**src/rtl/instruction_fetch_unit_pkg.sv**
```systemverilog
// instruction_fetch_unit_pkg: shared CPU bus codes, reset vector and fetch queue types
package instruction_fetch_unit_pkg;
  localparam logic [1:0] BUS_SIZE_BYTE = 2'b00;
  localparam logic [1:0] BUS_SIZE_HALF = 2'b01;
  localparam logic [1:0] BUS_SIZE_WORD = 2'b10;
  localparam logic [31:0] RESET_VECTOR_DEFAULT = 32'hE000_0000;
  localparam int FETCH_QUEUE_DEPTH = 2;
  typedef enum logic {ST_RUN, ST_DRAIN} fetch_state_e;
  typedef struct packed {
    logic [31:0] data;
    logic [29:0] addr;
    logic fault;
  } fetch_entry_t;
endpackage

```
**src/rtl/instruction_fetch_unit_if.sv**
```systemverilog
// instruction_fetch_unit_if: word-read bus between the fetch unit (master) and memory (slave)
interface instruction_fetch_unit_if;
  logic busRequest;
  logic [31:0] busAddress;
  logic [1:0] busSize;
  logic busAcknowledge;
  logic [31:0] busReadData;
  logic busError;
  modport master(output busRequest, busAddress, busSize, input busAcknowledge, busReadData, busError);
  modport slave(input busRequest, busAddress, busSize, output busAcknowledge, busReadData, busError);
endinterface

```
**src/rtl/instruction_fetch_unit_queue.sv**
```systemverilog
// instruction_fetch_queue: two-entry FIFO of fetched words with a registered head; flush beats push
module instruction_fetch_queue
  import instruction_fetch_unit_pkg::*;
(
  input  logic clk,
  input  logic resetN,
  input  logic push_i,
  input  logic pop_i,
  input  logic flush_i,
  input  fetch_entry_t entry_i,
  output fetch_entry_t head_o,
  output logic valid_o,
  output logic full_o,
  output logic [1:0] count_o
);
  fetch_entry_t e0_q, e0_d, e1_q, e1_d;
  logic [1:0] count_q, count_d, slot;
  logic do_pop, do_push;
  // next contents: shift on pop, then write the new word into the first free slot
  always_comb begin
    do_pop = pop_i && count_q != 2'd0;
    do_push = push_i && (count_q != 2'd2 || do_pop);
    slot = count_q - {1'b0, do_pop};
    e0_d = do_pop ? e1_q : e0_q;
    e1_d = e1_q;
    if (do_push && slot == 2'd0) e0_d = entry_i;
    if (do_push && slot != 2'd0) e1_d = entry_i;
    count_d = flush_i ? 2'd0 : count_q + {1'b0, do_push} - {1'b0, do_pop};
  end
  // queue storage and occupancy
  always_ff @(posedge clk or negedge resetN) begin
    if (!resetN) begin
      e0_q <= '0;
      e1_q <= '0;
      count_q <= 2'd0;
    end else begin
      e0_q <= e0_d;
      e1_q <= e1_d;
      count_q <= count_d;
    end
  end
  assign head_o = e0_q;
  assign valid_o = count_q != 2'd0;
  assign full_o = count_q == 2'd2;
  assign count_o = count_q;
endmodule

```
**src/rtl/instruction_fetch_unit.sv**
```systemverilog
// instruction_fetch_unit: owns the fetch PC, issues word reads and feeds the decoder from a two-entry queue
module instruction_fetch_unit
  import instruction_fetch_unit_pkg::*;
#(
  parameter logic [31:0] RESET_VECTOR = RESET_VECTOR_DEFAULT,
  parameter int QUEUE_DEPTH = FETCH_QUEUE_DEPTH
) (
  input  logic clk,
  input  logic resetN,
  instruction_fetch_unit_if.master bus,
  output logic [31:0] currentInstruction,
  output logic [31:0] currentInstructionAddress,
  output logic instructionValid,
  output logic instructionFault,
  input  logic instructionConsume,
  input  logic redirect,
  input  logic [29:0] redirectTarget
);
  fetch_state_e state_q, state_d;
  logic req_q, req_d, fault_stop_q, fault_stop_d;
  logic [29:0] req_addr_q, req_addr_d, fetch_pc_q, fetch_pc_d;
  logic ack, issue, push, pop, q_valid, q_full;
  logic [1:0] q_count, occ;
  fetch_entry_t q_head;
  assign ack = bus.busAcknowledge && req_q;
  // state register
  always_ff @(posedge clk or negedge resetN) begin
    if (!resetN) state_q <= ST_RUN;
    else state_q <= state_d;
  end
  // a redirect that catches a read in flight must wait for it to finish before refetching
  always_comb begin
    state_d = (state_q == ST_RUN) ? ((redirect && req_q && !bus.busAcknowledge) ? ST_DRAIN : ST_RUN)
                                  : (ack ? ST_RUN : ST_DRAIN);
  end
  // control outputs: redirect outranks consume and push; drained data is never queued
  always_comb begin
    pop = instructionConsume && q_valid && !redirect;
    push = ack && state_q == ST_RUN && !redirect;
    occ = q_count - {1'b0, pop};
    issue = state_q == ST_RUN && !req_q && !redirect && !fault_stop_q && (!q_full || pop)
            && ({1'b0, occ} < 3'(QUEUE_DEPTH));
  end
  // datapath next state: request held until ack, PC advances per queued word
  always_comb begin
    req_d = issue ? 1'b1 : (ack ? 1'b0 : req_q);
    req_addr_d = issue ? fetch_pc_q : req_addr_q;
    fetch_pc_d = redirect ? redirectTarget : (push ? fetch_pc_q + 30'd1 : fetch_pc_q);
    fault_stop_d = redirect ? 1'b0 : ((push && bus.busError) ? 1'b1 : fault_stop_q);
  end
  // datapath registers
  always_ff @(posedge clk or negedge resetN) begin
    if (!resetN) begin
      req_q <= 1'b0;
      req_addr_q <= '0;
      fetch_pc_q <= RESET_VECTOR[31:2];
      fault_stop_q <= 1'b0;
    end else begin
      req_q <= req_d;
      req_addr_q <= req_addr_d;
      fetch_pc_q <= fetch_pc_d;
      fault_stop_q <= fault_stop_d;
    end
  end
  instruction_fetch_queue u_queue (
    .clk(clk),
    .resetN(resetN),
    .push_i(push),
    .pop_i(pop),
    .flush_i(redirect),
    .entry_i('{data: bus.busReadData, addr: req_addr_q, fault: bus.busError}),
    .head_o(q_head),
    .valid_o(q_valid),
    .full_o(q_full),
    .count_o(q_count)
  );
  assign bus.busRequest = req_q;
  assign bus.busAddress = {req_addr_q, 2'b00};
  assign bus.busSize = BUS_SIZE_WORD;
  assign currentInstruction = q_head.data;
  assign currentInstructionAddress = {q_head.addr, 2'b00};
  assign instructionValid = q_valid;
  assign instructionFault = q_head.fault && q_valid;
endmodule

```
**src/flat_wrapper.sv**
```systemverilog
// flat-port wrapper written by rule: the top's interface ports become plain ports
module instruction_fetch_unit_flat import instruction_fetch_unit_pkg::*;
#(
  parameter logic [31:0] RESET_VECTOR = RESET_VECTOR_DEFAULT,
  parameter int QUEUE_DEPTH = FETCH_QUEUE_DEPTH
)
  (clk, resetN, currentInstruction, currentInstructionAddress, instructionValid, instructionFault, instructionConsume, redirect, redirectTarget, bus_busRequest, bus_busAddress, bus_busSize, bus_busAcknowledge, bus_busReadData, bus_busError);
  instruction_fetch_unit_if bus_i ();
  input  logic clk;
  input  logic resetN;
  output logic [31:0] currentInstruction;
  output logic [31:0] currentInstructionAddress;
  output logic instructionValid;
  output logic instructionFault;
  input  logic instructionConsume;
  input  logic redirect;
  input  logic [29:0] redirectTarget;
  output wire logic [$bits(bus_i.busRequest)-1:0] bus_busRequest;
  output wire logic [$bits(bus_i.busAddress)-1:0] bus_busAddress;
  output wire logic [$bits(bus_i.busSize)-1:0] bus_busSize;
  input wire logic [$bits(bus_i.busAcknowledge)-1:0] bus_busAcknowledge;
  input wire logic [$bits(bus_i.busReadData)-1:0] bus_busReadData;
  input wire logic [$bits(bus_i.busError)-1:0] bus_busError;
  assign bus_busRequest = bus_i.busRequest;
  assign bus_busAddress = bus_i.busAddress;
  assign bus_busSize = bus_i.busSize;
  assign bus_i.busAcknowledge = bus_busAcknowledge;
  assign bus_i.busReadData = bus_busReadData;
  assign bus_i.busError = bus_busError;
  instruction_fetch_unit #(.RESET_VECTOR(RESET_VECTOR), .QUEUE_DEPTH(QUEUE_DEPTH)) u_core (.clk(clk), .resetN(resetN), .bus(bus_i), .currentInstruction(currentInstruction), .currentInstructionAddress(currentInstructionAddress), .instructionValid(instructionValid), .instructionFault(instructionFault), .instructionConsume(instructionConsume), .redirect(redirect), .redirectTarget(redirectTarget));
endmodule
```
**config.mk**
```make
export PLATFORM = sky130hd
export DESIGN_NAME = instruction_fetch_unit_flat
export DESIGN_NICKNAME = d
export VERILOG_FILES = /design/src/rtl/instruction_fetch_unit_pkg.sv /design/src/rtl/instruction_fetch_unit_if.sv /design/src/rtl/instruction_fetch_unit_queue.sv /design/src/rtl/instruction_fetch_unit.sv /design/src/flat_wrapper.sv
export SDC_FILE = /design/constraint.sdc
export NUM_CORES = 1
export LEC_CHECK = 0
export CORE_UTILIZATION = 45
export CTS_CLUSTER_SIZE = 8
export DETAILED_ROUTE_END_ITERATION = 10
export DONT_BUFFER_PORTS = 1
export GPL_TIMING_DRIVEN = 0
export PLACE_DENSITY = 0.58
export SLEW_MARGIN = 15
export SYNTH_ARGS = -nofsm -noshare
export SYNTH_HDL_FRONTEND = slang
export SYNTH_SLANG_ARGS = --single-unit
```
**constraint.sdc**
```tcl
create_clock -name clk -period 2.7 [get_ports clk]
set_input_delay 0.54 -clock clk [delete_from_list [all_inputs] [get_ports clk]]
set_output_delay 0.54 -clock clk [all_outputs]
set_load 0.03 [all_outputs]
```
Word-level counts from Yosys, hierarchy flattened
Cells that the tools add are included.
- word-level logic and storage cells: 65
- output and inout bits: 101
- register bits after elaboration: 191
- input bits: 68
- bitwise operators: 1
- equality and inequality tests: 2
- $add $sub $neg: 5
- mux-type cells: 12
- magnitude comparators: 1
- reduce and logical (&&, ||, !) cells: 32
- operators by type and width (cell ; count):
    2-to-1 mux 63 bit ; 2
    2-to-1 mux 30 bit ; 2
    adder 30 x 1 -> 30 bit (second input constant) ; 1
    logical AND 1 bit ; 18
    nonzero test 2 bit ; 6
    2-to-1 mux 1 bit ; 7
    subtractor 2 x 1 -> 2 bit ; 3
    logical NOT 1 bit ; 5
    adder 2 x 1 -> 2 bit ; 1
    equality test 2 bit (second input constant) ; 1
    logical NOT 2 bit ; 1
    logical OR 1 bit ; 2
    < comparator 2 bit (second input constant) ; 1
    2-to-1 mux 2 bit ; 1
    != test 2 bit (second input constant) ; 1
    inverter 1 bit ; 1

Depth between registers and ports, before layout
Gate-level depths: netlist of the first run.
- depth in word-level cells: 9
- depth in mapped cells: 9
- depth with buffers taken out: 7

Modules after synthesis
From an unflattened synthesis of the first run, not the netlist that was laid out.
- cells, all modules: 654
- area, all modules: 9008.6 um^2
- modules (own cells, without submodules) (module ; seq. area each (um^2) ; area each (um^2) ; times used ; cells each):
    instruction_fetch_queue ; 3203.1 ; 5899.4 ; 1 ; 355
    instruction_fetch_unit ; 1580.3 ; 3109.2 ; 1 ; 299

Worst setup path after synthesis of the first run
No wires, ideal clock.
- kind: register -> register
- start point: register u_core.u_queue.count_q[1], in the netlist u_core.u_queue.count_o[1]
- end point: register u_core.u_queue.count_q[0], in the netlist u_core.u_queue.count_o[0]
- path buffers: 2
- library setup time: 132 ps
- period minus slack after synthesis: 2213 ps
- required time: 2568 ps
- path slack: 487 ps
- arrival: 2080 ps
- stages on the path, launching flop included: 9
- path through: dfrtp_1 -> or2_2 -> and3_1 -> buf_2 -> buf_2 -> ha_1 -> inv_1 -> ha_1 -> nor2b_1
- word-level cells in the longest chain between the ends: 9
- elaborated cells between the ends (all ways): 10
- classes of those cells: add/sub: 2; eq/ne: 1; mux: 1; reduce/logical: 6
- RTL lines (item ; RTL line ; source):
    start, declared ; instruction_fetch_unit_queue.sv:17 ; logic [1:0] count_q, count_d, slot;
    start signal, assigned ; instruction_fetch_unit_queue.sv:39 ; count_q <= count_d;
    nonzero test 2 bit (*) ; instruction_fetch_unit_queue.sv:43 ; assign valid_o = count_q != 2'd0;
    via instructionValid ; flat_wrapper.sv:13 ; output logic instructionValid;
    logical AND 1 bit (2 in a row) ; instruction_fetch_unit.sv:38 ; pop = instructionConsume && q_valid && !redirect;
    logical AND 1 bit (*) ; instruction_fetch_unit_queue.sv:21 ; do_pop = pop_i && count_q != 2'd0;
    logical OR 1 bit ; instruction_fetch_unit_queue.sv:22 ; do_push = push_i && (count_q != 2'd2 || do_pop);
    logical AND 1 bit ; instruction_fetch_unit_queue.sv:22 ;
    adder 2 x 1 -> 2 bit ; instruction_fetch_unit_queue.sv:28 ; count_d = flush_i ? 2'd0 : count_q + {1'b0, do_push} - {1'b0, do_pop};
    subtractor 2 x 1 -> 2 bit (*) ; instruction_fetch_unit_queue.sv:28 ;
    2-to-1 mux 2 bit (*) ; instruction_fetch_unit_queue.sv:28 ;
    via u_core.u_queue.count_d[0] ; instruction_fetch_unit_queue.sv:17 ;
Mark *: on every way through the listed nets, which the timed path passes. The rest lies on a longest branch.
A chain may end at the register's enable or synchronous reset.

Worst setup path after layout of the first run
- start point: register u_core.req_q, in the netlist u_core.bus.busRequest
- end point: register u_core.u_queue.e0_q, in the netlist u_core.u_queue.head_o[6]
- word-level cells in the longest chain between the ends: 6
- elaborated cells between the ends (all ways): 7
- classes of those cells: mux: 1; reduce/logical: 6
- RTL lines (item ; RTL line ; source):
    start, declared ; instruction_fetch_unit.sv:20 ; logic req_q, req_d, fault_stop_q, fault_stop_d;
    start signal, assigned ; instruction_fetch_unit.sv:59 ; req_q <= req_d;
    logical AND 1 bit (*) ; instruction_fetch_unit.sv:25 ; assign ack = bus.busAcknowledge && req_q;
    logical AND 1 bit (*) (2 in a row) ; instruction_fetch_unit.sv:39 ; push = ack && state_q == ST_RUN && !redirect;
    logical AND 1 bit (*) ; instruction_fetch_unit_queue.sv:22 ;
    logical AND 1 bit (*) ; instruction_fetch_unit_queue.sv:26 ; if (do_push && slot == 2'd0) e0_d = entry_i;
    2-to-1 mux 63 bit / nonzero test 2 bit (equally long branches) ; -- ;
    end signal, assigned ; instruction_fetch_unit_queue.sv:33 ; e0_q <= '0;
    end signal, assigned ; instruction_fetch_unit_queue.sv:37 ; e0_q <= e0_d;
    end, declared ; instruction_fetch_unit_queue.sv:16 ; fetch_entry_t e0_q, e0_d, e1_q, e1_d;
Mark *: on every way between the ends. The rest lies on a longest branch, timed or not.

==> results of run 1 <==
## critical path, stage by stage, from the launching register on
cell      delay [ns]
dfrtp_1         0.66
nand3b_2        0.21
nor4_4          0.41
clkbuf_1        0.46
clkbuf_1        0.48
nand2_1         0.09
o21ai_0         0.11
## through the flow
| step | power, mW | area [um^2] | util | hold slack [ns] |
|---|---|---|---|---|
| after floorplan | 7.55 | 8930 | - | 0.244 |
| after global placement | 8.06 | 9260 | 0.476 | 0.250 |
| after detailed placement | 8.22 | 9270 | 0.476 | 0.249 |
| after CTS | 11.0 | 9920 | 0.510 | -0.212 |
| after global routing | 11.4 | 9920 | 0.510 | -0.218 |
| final | 10.8 | 9920 | 0.510 | -0.194 |
## state kept, by name (all words and copies together), names as in the netlist
signal,count
u_core.fetch_pc_q,30
u_core.u_queue.head_o,63
u_core.u_queue.count_o,2
u_core.fault_stop_q,1
u_core.req_addr_q,30
u_core.bus.busRequest,1
u_core.state_q,1
u_core.u_queue.e1_q,63
## worst min-delay path by stage
stage | startpoint | to | depth (start not counted)
after floorplan | resetN | u_core.bus.busRequest | 0
after global placement | resetN | u_core.u_queue.e1_q[41] | 0
after detailed placement | resetN | u_core.u_queue.head_o[35] | 0
after CTS | resetN | u_core.u_queue.head_o[35] | 0
after global routing | resetN | u_core.u_queue.e1_q[41] | 0
final | resetN | u_core.u_queue.head_o[41] | 0
## cells in the final DEF, fill, tap and decap left out, types with 6 or more instances in the layout
master     synthesis  final
nor2_1            19     19
buf_2             22     22
clkbuf_16          0     17
a31oi_1           14     14
xnor2_1            8      8
nand3_1           12     12
conb_1             2      6
nand4_1           10     10
o21ai_0           76     76
or4_1             17     17
clkbuf_1          23     23
o31ai_1           13     13
nand2_1           84     84
dfrtp_1          188    188
mux2_2            93     93
mux2i_1           64     64
buf_4             69     70
## power groups by stage
stage	combinational (mW)	clock, mW	sequential (mW)
floorplan	2.76	0	4.78
global placement	3.01	0	5.05
detailed placement	3.10	0	5.12
CTS	3.11	2.78	5.06
global route	3.32	2.90	5.17
finish	3.08	2.70	5.04
## timing repair
item | in CTS | in global routing
setup buffers | 1 | 0
endpoints found under the setup margin | 91 | 0
gates resized for setup | 1 | 0
endpoints found under the hold margin | 191 | 189
## per-layer routing
layer,track usage,vias to the layer above,part of all wire
li1,-,2723,-
met1,0.281,2956,0.44
met2,0.333,157,0.49
met3,0.0523,23,0.062
met4,0.0702,0,0.014
met5,0,-,0
## cells by family (layout without fill, tap and decap cells)
| kind of cell | Yosys count | after routing | synth area share |
|---|---|---|---|
| and+or+nand+nor | 173 | 173 | 0.0984 |
| DFF | 191 | 191 | 0.537 |
| adders and majority gates | 3 | 3 | 0.00421 |
| AOI/OAI and AO/OA | 116 | 116 | 0.0744 |
| muxes | 157 | 157 | 0.189 |
| xor gates and xnor gates | 13 | 13 | 0.0128 |
| buffers and inverters | 121 | 154 | 0.0831 |
| other | 2 | 6 | 0.000843 |
## layout make-up
class / count / area, um^2 / area share
multi-input combinational: 468 / 3420 / 0.344
timing repair buffer: 1 / 7.51 / 0.000757
buffer: 115 / 718 / 0.0724
tap: 265 / 332 / 0.0334
inverter: 6 / 22.5 / 0.00227
sequential: 191 / 4780 / 0.482
clock inverter: 14 / 200 / 0.0202
clock buffer: 18 / 439 / 0.0443
==> reports/metrics.yaml, run 1 <==
worst_setup_path:
  critical_path_class: "register to register"
  critPathCapture: "u_core.u_queue.head_o[6]"
  start_kind: "register"
  r2r_end: "u_core.u_queue.head_o[6]"
  reg2reg_slack_ns: 0.18
  cp-startpoint: "u_core.bus.busRequest"
  worstPathRequired_ns: 3.03
  reg2regPathDepth: 6
  end_kind: "register"
  r2r-start: "u_core.bus.busRequest"
  cp.arrival_ns: 2.86
  path_max_fanout: 10
finish:
  area_growth_pct: 11.3
  drive_gt1_frac: 0.282
  finalNonFillerCells: 1078
  fillers: 1772
  diodes: 0
  final_nets: 871
pwr:
  p_seq_frac: 0.466
  clkPwrFrac: 0.250
  sw_frac_of_total: 0.380
  leakagePower_nw: 4.31
  p_switching_mw: 4.11
  p_comb_frac: 0.284
  power_density_nw_per_um2: 1090
  ir_drop_uv: 494
  p_int_mw: 6.71
min_path:
  hold_path.class: "input port to asynchronous set/reset pin"
die:
  start_util: 0.458
  pin_count: 169
  rows: 51
  die_w_um: 143
  die_h_um: 143
  fp.coreArea_um2: 19500
  die_area_um2: 20400
routing:
  wl_per_cell_um: 19.1
  post_drt_via_cell_ratio: 5.44
  ant_nets: 0
  wl_um: 20600
  vias: 5859
  drc: 0
  drt_iter0_drc: 322
  dr.pass1.iters: 5
clock_network:
  insertion_delay_ns: 0.43
  htree_levels: 4
  tritoncts: "done"
  cts_buffers: 17
  cts_root_buf: "clkbuf_16"
  clockBufferDepth: 2
  cts_sinks: 191
  clkTransAtPathRegs_ns: 0.07
placed_design:
  numPortBuffers: 0
  hpwlAfterDp_um: 14500
  gp_congestion: 0.797
  dpl.cell_count: 1045
  pre_cts_ws_ns: -0.163
yosys:
  syn_avg_cell_area_um2: 11.5
  ys_ff_latch: 191
  syn_area_um2: 8910
  yosys-top-cells-area: "dfrtp_1 53%, mux2_2 12%, mux2i_1 7.2%"
  synthArstFlopShare: 1.00
  yosysWarnings: 0
  synth_top_area_frac: 0.528
  synthTopCellsByCount: "188 x dfrtp_1, 93 x mux2_2, 84 x nand2_1"
  ys_types: 48
  ys.flop_type: "dfrtp_1"
  syn_inst: 776
  yosysTopAreaCell: "dfrtp_1"
  synth.most_common_cell: "dfrtp_1"
  synth_enable_flop_cells: 0
  synth_seq_area_share: 0.537
sta:
  holdWs_ns: -0.194
  fin_ws_ns: 0.176
  min_period_ns: 2.52
  rsz0062_at_grt: "false"
  fin_setup_tns_ns: 0
  drv_slew: 0
  timing.final.hold_violations: 188
  timing.final.crit_share: 0.935
  max_freq_mhz: 396
  slew-limit-headroom: 0.628
  finClkSkew_ns: 0.0107
  worstMarginPinSlew_ns: 0.556
  setup_viol: 0
run_status:
  status: "finished with violations"
  violations: "negative hold slack"
grt:
  antenna_found_initial: 0
  overflow: 0
  grt_pass1_vias: 5914
  grt_max_degree: 192
  grtUsageTotal: 0.210
  grt_pass1_wl_um: 32500
flow_run:
  drv_cap: 0
(Power assumes the default switching activity.)
==> run 2, diff against run 1 <==
ABC_AREA = 1   (was unset)
==> run 2 against run 1 <==
  * The flow still finishes with violations (negative hold slack)
  * Non-clock buffer count rose by 3
  * Register-to-register slack better by 0.04 ns
  * Critical path depth rose by 5
  * Worst setup slack gained 0.042 ns
  * Power increased by 1.6%
  * Synthesized cell count up 50%
  * Critical path type unchanged
==> reports/metrics.yaml, run 2 <==
run_status:
  status: "finished with violations"
  violations: "negative hold slack"
clock_network:
  cts_root_buf: "clkbuf_16"
  insertion_delay_ns: 0.43  # about the same
  htree_levels: 4  # unchanged
  tritoncts: "done"
  cts_buffers: 17  # unchanged
  clkTransAtPathRegs_ns: 0.07  # about the same
  clockBufferDepth: 2  # unchanged
  cts_sinks: 191  # unchanged
finish:
  diodes: 0  # unchanged
  final_cell_mix: "364 x nand2_1, 188 x dfrtp_1, 164 x nand3_1"
  fin_util: 0.505  # -0.00448
  drive_gt1_frac: 0.108  # -0.174
  finalNonFillerCells: 1472  # +37%
  mostFrequentLayoutCell: "nand2_1"
  final_nets: 1260  # +45%
  area_growth_pct: 10.0
worst_setup_path:
  critPathBufInv: 3  # +1
  cp_slowest_cell: "dfrtp_1"
  path_max_fanout: 10  # unchanged
  cp.arrival_ns: 2.77  # -0.09 ns
  cpLargestDelayFamily: "simple AND/OR/NAND/NOR gates"
  cp_cell_sequence: "nand2_2, nor2_8, nand2_4, inv_1, clkbuf_2, nand2_1, ha_1, inv_1, ha_1, xor2_1, nor2_1"
  worstPathRequired_ns: 2.99  # -0.04 ns
  end_kind: "register"
  crit_path_max_incr_delay_ns: 0.58  # -0.08 ns
  start_kind: "register"
  critical_path_class: "register to register"
sta:
  finClkSkew_ns: 0.0116  # +0.000934 ns
  slew-limit-headroom: 0.537  # -0.0908
  drv_slew: 0  # unchanged
  rsz0062_at_grt: "false"
  fin_setup_tns_ns: 0  # unchanged
  worstMarginPinSlew_ns: 0.694  # +0.138 ns
  timing.final.hold_violations: 188  # unchanged
  min_period_ns: 2.48  # -0.0418 ns
  holdWs_ns: -0.195  # -0.000985 ns
  setup_viol: 0  # unchanged
  max_freq_mhz: 403  # +1.7%
  fin_ws_ns: 0.217  # +0.0418 ns
  timing.final.crit_share: 0.919  # -0.0155
grt:
  overflow: 0  # unchanged
  grtUsageTotal: 0.229  # +0.0191
  grt_pass1_vias: 6941  # +17%
  grt_pass1_wl_um: 38000  # +17%
  grt_max_degree: 192  # unchanged
  antenna_found_initial: 0  # unchanged
yosys:
  synth_top_area_frac: 0.506  # -0.0217
  synth_seq_area_share: 0.515  # -0.0220
  yosysTopAreaCell: "dfrtp_1"
  syn_area_um2: 9290  # +4.3%
  synth_enable_flop_cells: 0  # unchanged
  ys_ff_latch: 191  # unchanged
  synthAdderAreaFrac: 0.00404  # -0.000173
  syn_inst: 1166  # +50%
  synthXorXnorAreaFrac: 0.00943  # -0.00335
  synthArstFlopShare: 1.00  # unchanged
  ys.flop_type: "dfrtp_1"
  syn_avg_cell_area_um2: 7.97  # -31%
  synth_top_family_by_area: "simple AND/OR/NAND/NOR gates"
  synth_simple_gate_area_frac: 0.277  # +0.179
  yosysWarnings: 0  # unchanged
  synth_compound_gate_area_share: 0.0689  # -0.00548
  synth.area.mux_share: 0  # -0.189
  synth.most_common_cell: "nand2_1"
  yosys-top-cells-area: "dfrtp_1 51%, nand2_1 15%, nand3_1 8.8%"
  ys_types: 36  # -25%
  synthTopCellsByCount: "364 x nand2_1, 188 x dfrtp_1, 164 x nand3_1"
pwr:
  leakagePower_nw: 5.08  # +18%
  ir_drop_uv: 427  # -14%
  power_density_nw_per_um2: 1080  # -1.4%
  power_mw: 11.0  # +1.6%
routing:
  drt_iter0_drc: 399  # +24%
  drc: 0  # unchanged
  ant_nets: 0  # unchanged
  dr.pass1.iters: 5  # unchanged
  vias: 7286  # +24%
  wl_um: 23600  # +15%
  post_drt_via_cell_ratio: 4.95  # -8.9%
  wl_per_cell_um: 16.0  # -16%
die:
  fp.coreArea_um2: 20200  # +4.0%
  start_util: 0.459  # +0.00139
  die_h_um: 146  # +2.1%
  pin_count: 169  # unchanged
  die_w_um: 146  # +2.1%
  die_area_um2: 21200  # +4.2%
  rows: 52  # +2.0%
placed_design:
  hpwlAfterDp_um: 17000  # +17%
  numPortBuffers: 0  # unchanged
  dpl.cell_count: 1440  # +38%
  gp_congestion: 0.920  # +15%
  pre_cts_ws_ns: 0.0525  # +0.216 ns
min_path:
  hold_path.class: "input port to asynchronous set/reset pin"
flow_run:
  drv_cap: 0  # unchanged
## run 2: worst paths after layout
kind | from | to | slack [ns] | cells after the start
worst max register to register | u_core.bus.busRequest | u_core.u_queue.count_o[1] | 0.22 | 11
worst min register to register | u_core.u_queue.head_o[48] | u_core.u_queue.head_o[48] | 0.48 | 2
worst max-delay path | u_core.bus.busRequest | u_core.u_queue.count_o[1] | 0.22 | 11
worst min-delay path | resetN | u_core.u_queue.head_o[40] | -0.20 | 0
min in group clk | redirectTarget[28] | u_core.fetch_pc_q[28] | 0.22 | 2
max in group asynchronous | resetN | u_core.fetch_pc_q[29] | 2.61 | 0
## run 2: routing by layer
layer	global-route usage	share of wire	vias up
met5	0	0	-
met4	0.0579	0.010	0
met3	0.0489	0.058	18
met2	0.370	0.47	177
met1	0.314	0.46	3431
li1	-	-	3660
## run 2: cell families (layout without fill, tap and decap cells)
group / Yosys count / count (layout)
and+or+nand+nor: 607 / 607
buffers and inverters: 233 / 265
DFF: 191 / 191
AOI/OAI and AO/OA: 120 / 120
xor gates and xnor gates: 10 / 10
adders and majority gates: 3 / 3
other: 2 / 6
## run 2: stage by stage
stage / cell area, um^2 / hold slack (ns)
2_1_floorplan: 9310 / 0.244
3_3_place_gp: 9650 / 0.248
3_5_place_dp: 9650 / 0.249
4_1_cts: 10200 / -0.215
5_1_grt: 10200 / -0.223
6_report: 10200 / -0.195
## run 2: power breakdown
group          total [mW]  internal, mW  switching (mW)
combinational        3.34          1.20            2.14
sequential           5.17          3.93            1.24
clock                2.48          1.35            1.13
## run 2: what timing repair did
| item | CTS | global route |
|---|---|---|
| resized for setup | 0 | 2 |
| endpoints found under the setup margin | 0 | 2 |
| buffers inserted | 0 | 0 |
| endpoints found under the hold margin | 191 | 191 |
## run 2: area by class of cell
type                            count  area (um^2)
Buffer                            119          733
Multi-Input combinational cell    746         3360
Tap cell                          270          338
Fill cell                        2009        10000
Inverter                          114          428
Clock buffer                       21          470
Clock inverter                     11          105
Sequential cell                   191         4780
==> run 3, diff against run 2 <==
SYNTH_HIERARCHICAL = 1   (was unset)
==> run 3 against run 2 <==
  * The flow still finishes with violations (negative hold slack)
  * Sequential power rose by 18%
  * Non-clock buffer count fell by 29
  * Critical path depth shrank 1
  * Clock skew decreased by 0.0029 ns
  * Combinational power decreased by 34%
  * Clock power grew 10%
  * Final cell count is 12% higher
  * Wire length increased by 19%
==> reports/metrics.yaml, run 3 <==
pwr:
  ir_drop_uv: 485  # +14%
  p_comb_frac: 0.200  # -0.104
  sw_frac_of_total: 0.436  # +0.0251
  p_switching_mw: 4.83  # +6.9%
  p_seq_frac: 0.552  # +0.082
  power_density_nw_per_um2: 997  # -7.3%
  p_int_mw: 6.25  # -3.6%
  leakagePower_nw: 5.88  # +16%
  clkPwrFrac: 0.248  # +0.022
yosys:
  synthTopCellsByCount: "491 x nand2_1, 225 x nand3_1, 188 x dfrtp_1"
  synth_top_area_frac: 0.467  # -0.0388
  syn_area_um2: 10100  # +8.3%
  syn_avg_cell_area_um2: 7.52  # -5.6%
  synth.most_common_cell: "nand2_1"
  ys_types: 38  # +5.6%
  ys_ff_latch: 191  # unchanged
  yosys-top-cells-area: "dfrtp_1 47%, nand2_1 18%, nand3_1 11%"
  syn_inst: 1338  # +15%
  synth_seq_area_share: 0.475  # -0.0395
  yosysWarnings: 6  # +6
  synth_enable_flop_cells: 0  # unchanged
  yosysTopAreaCell: "dfrtp_1"
  ys.flop_type: "dfrtp_1"
  synthArstFlopShare: 1.00  # unchanged
sta:
  finClkSkew_ns: 0.00868  # -0.00292 ns
  worstMarginPinSlew_ns: 0.595  # -0.0990 ns
  setup_viol: 0  # unchanged
  max_freq_mhz: 399  # -0.98%
  min_period_ns: 2.51  # +0.0247 ns
  timing.final.hold_violations: 188  # unchanged
  slew-limit-headroom: 0.603  # +0.0660
  timing.final.crit_share: 0.929  # +0.00913
  holdWs_ns: -0.210  # -0.0147 ns
  rsz0062_at_grt: "false"
  drv_slew: 0  # unchanged
  fin_setup_tns_ns: 0  # unchanged
routing:
  wl_met2_um: 13300  # +20%
  vias: 8661  # +19%
  post_drt_via_cell_ratio: 5.24  # +5.9%
  highest_layer: "met4"
  drt_iter0_drc: 482  # +21%
  wl_per_cell_um: 17.0  # +6.0%
  wl_um: 28100  # +19%
  ant_nets: 0  # unchanged
  dr.pass1.iters: 5  # unchanged
  wl_met3_um: 1800  # +30%
  drt-met1-wl_um: 12400  # +14%
  drc: 0  # unchanged
die:
  start_util: 0.460  # +0.000512
  die_area_um2: 23000  # +8.2%
  rows: 54  # +3.8%
  fp.coreArea_um2: 21900  # +8.2%
  pin_count: 169  # unchanged
  die_w_um: 152  # +4.0%
  die_h_um: 152  # +4.0%
grt:
  grt_max_degree: 192  # unchanged
  grt_pass1_wl_um: 44000  # +16%
  antenna_found_initial: 0  # unchanged
  grtUsageTotal: 0.251  # +0.0219
  grt_pass1_vias: 8079  # +16%
  overflow: 0  # unchanged
worst_setup_path:
  path_max_fanout: 12  # +2
  critical_path_class: "register to register"
  reg2regPathDepth: 10  # -1
  end_kind: "register"
  r2r_end: "u_core/u_queue/e1_q[10]"
  cp.arrival_ns: 2.83  # +0.06 ns
  start_kind: "register"
  worstPathRequired_ns: 3.03  # +0.04 ns
  r2r-start: "u_core/bus.busRequest"
  reg2reg_slack_ns: 0.19  # -0.02 ns
placed_design:
  numPortBuffers: 0  # unchanged
  dpl.cell_count: 1622  # +13%
  dpl_cell_area_um2: 10400  # +8.1%
  gp_congestion: 0.962  # +4.7%
  hpwlAfterDp_um: 20000  # +18%
clock_network:
  insertion_delay_ns: 0.43  # about the same
  htree_levels: 4  # unchanged
  clockBufferDepth: 2  # unchanged
  clkTransAtPathRegs_ns: 0.08  # about the same
  tritoncts: "done"
  cts_root_buf: "clkbuf_16"
  cts_sinks: 191  # unchanged
  cts_buffers: 17  # unchanged
finish:
  diodes: 0  # unchanged
  area_growth_pct: 10.4
  finalNonFillerCells: 1653  # +12%
  final_nets: 1431  # +14%
  final_cell_mix: "489 x nand2_1, 225 x nand3_1, 187 x dfrtp_1"
  register_area_um2: 4780  # about the same
  fin_util: 0.508  # +0.00235
  mostFrequentLayoutCell: "nand2_1"
  fillers: 2221  # +11%
  drive_gt1_frac: 0.105  # -0.00327
  fin_area_um2: 11100  # +8.7%
  multi_input_area_um2: 4330  # +29%
flow_run:
  drv_cap: 0  # unchanged
run_status:
  status: "finished with violations"
  violations: "negative hold slack"
min_path:
  hold_path.class: "input port to asynchronous set/reset pin"
==> run 3: critical path: stages, from the launching register on <==
cell,delay (ns)
dfrtp_2,0.48
nand2_1,0.12
nor2_4,0.13
nand2_2,0.15
inv_2,0.13
buf_4,0.24
buf_2,0.31
nand3_2,0.31
clkbuf_1,0.33
nand2_1,0.12
nand2_1,0.05
==> run 3: cell families after synthesis <==
logic type | after synthesis | share of synthesized area
other cells | 2 | 0.000746
fa+ha+maj | 3 | 0.00373
compound gates | 64 | 0.0456
xor+xnor | 10 | 0.00870
simple gates | 856 | 0.369
buf+inv | 212 | 0.0967
flops | 191 | 0.475
==> run 3: power groups by stage <==
stage | Combinational, mW | Clock (mW) | Sequential [mW]
finish | 2.22 | 2.74 | 6.11
detailed placement | 2.20 | 0 | 6.20
CTS | 2.23 | 2.80 | 6.14
global route | 2.55 | 2.90 | 6.27
global placement | 2.16 | 0 | 6.17
floorplan | 1.79 | 0 | 5.81
==> run 3: worst max-delay path by stage <==
stage	from	end	slack, ns
after floorplan	u_core/bus.busRequest	u_core/u_queue/count_o[1]	0.1
after global placement	u_core/u_queue/count_o[1]	u_core/u_queue/count_o[1]	-0.61
after detailed placement	u_core/u_queue/count_o[1]	u_core/u_queue/count_o[1]	-0.66
after CTS	u_core/u_queue/count_o[0]	u_core/u_queue/count_o[1]	0.01
after global routing	u_core/bus.busRequest	u_core/u_queue/e1_q[8]	0.02
final	u_core/bus.busRequest	u_core/u_queue/e1_q[10]	0.19
==> run 3: cell type report <==
| cell class | instances | area share |
|---|---|---|
| Clock inverter | 13 | 0.0178 |
| Sequential cell | 191 | 0.431 |
| Buffer | 88 | 0.0486 |
| Clock buffer | 19 | 0.0390 |
| Timing Repair Buffer | 2 | 0.00135 |
| Tap cell | 280 | 0.0315 |
| Inverter | 121 | 0.0411 |
| Multi-Input combinational cell | 939 | 0.390 |
==> run 3: through the flow <==
stage	setup slack (ns)	power, mW
5_1_grt	0.0169	11.7
2_1_floorplan	0.0984	7.61
6_report	0.193	11.1
3_5_place_dp	-0.663	8.40
4_1_cts	0.0102	11.2
3_3_place_gp	-0.614	8.33
==> run 3: what timing repair did <==
| action | 4_1_cts | 5_1_grt |
|---|---|---|
| pin swaps | 1 | 0 |
| setup buffers | 2 | 0 |
| gates resized for setup | 13 | 6 |
| endpoints found under the hold margin | 191 | 191 |
| setup endpoints to repair | 122 | 3 |
==> run 3: layer usage <==
layer | GRT usage | vias to the layer above
met2 | 0.413 | 245
met5 | 0 | -
met1 | 0.324 | 4056
met4 | 0.0847 | 0
met3 | 0.0578 | 34
li1 | - | 4326
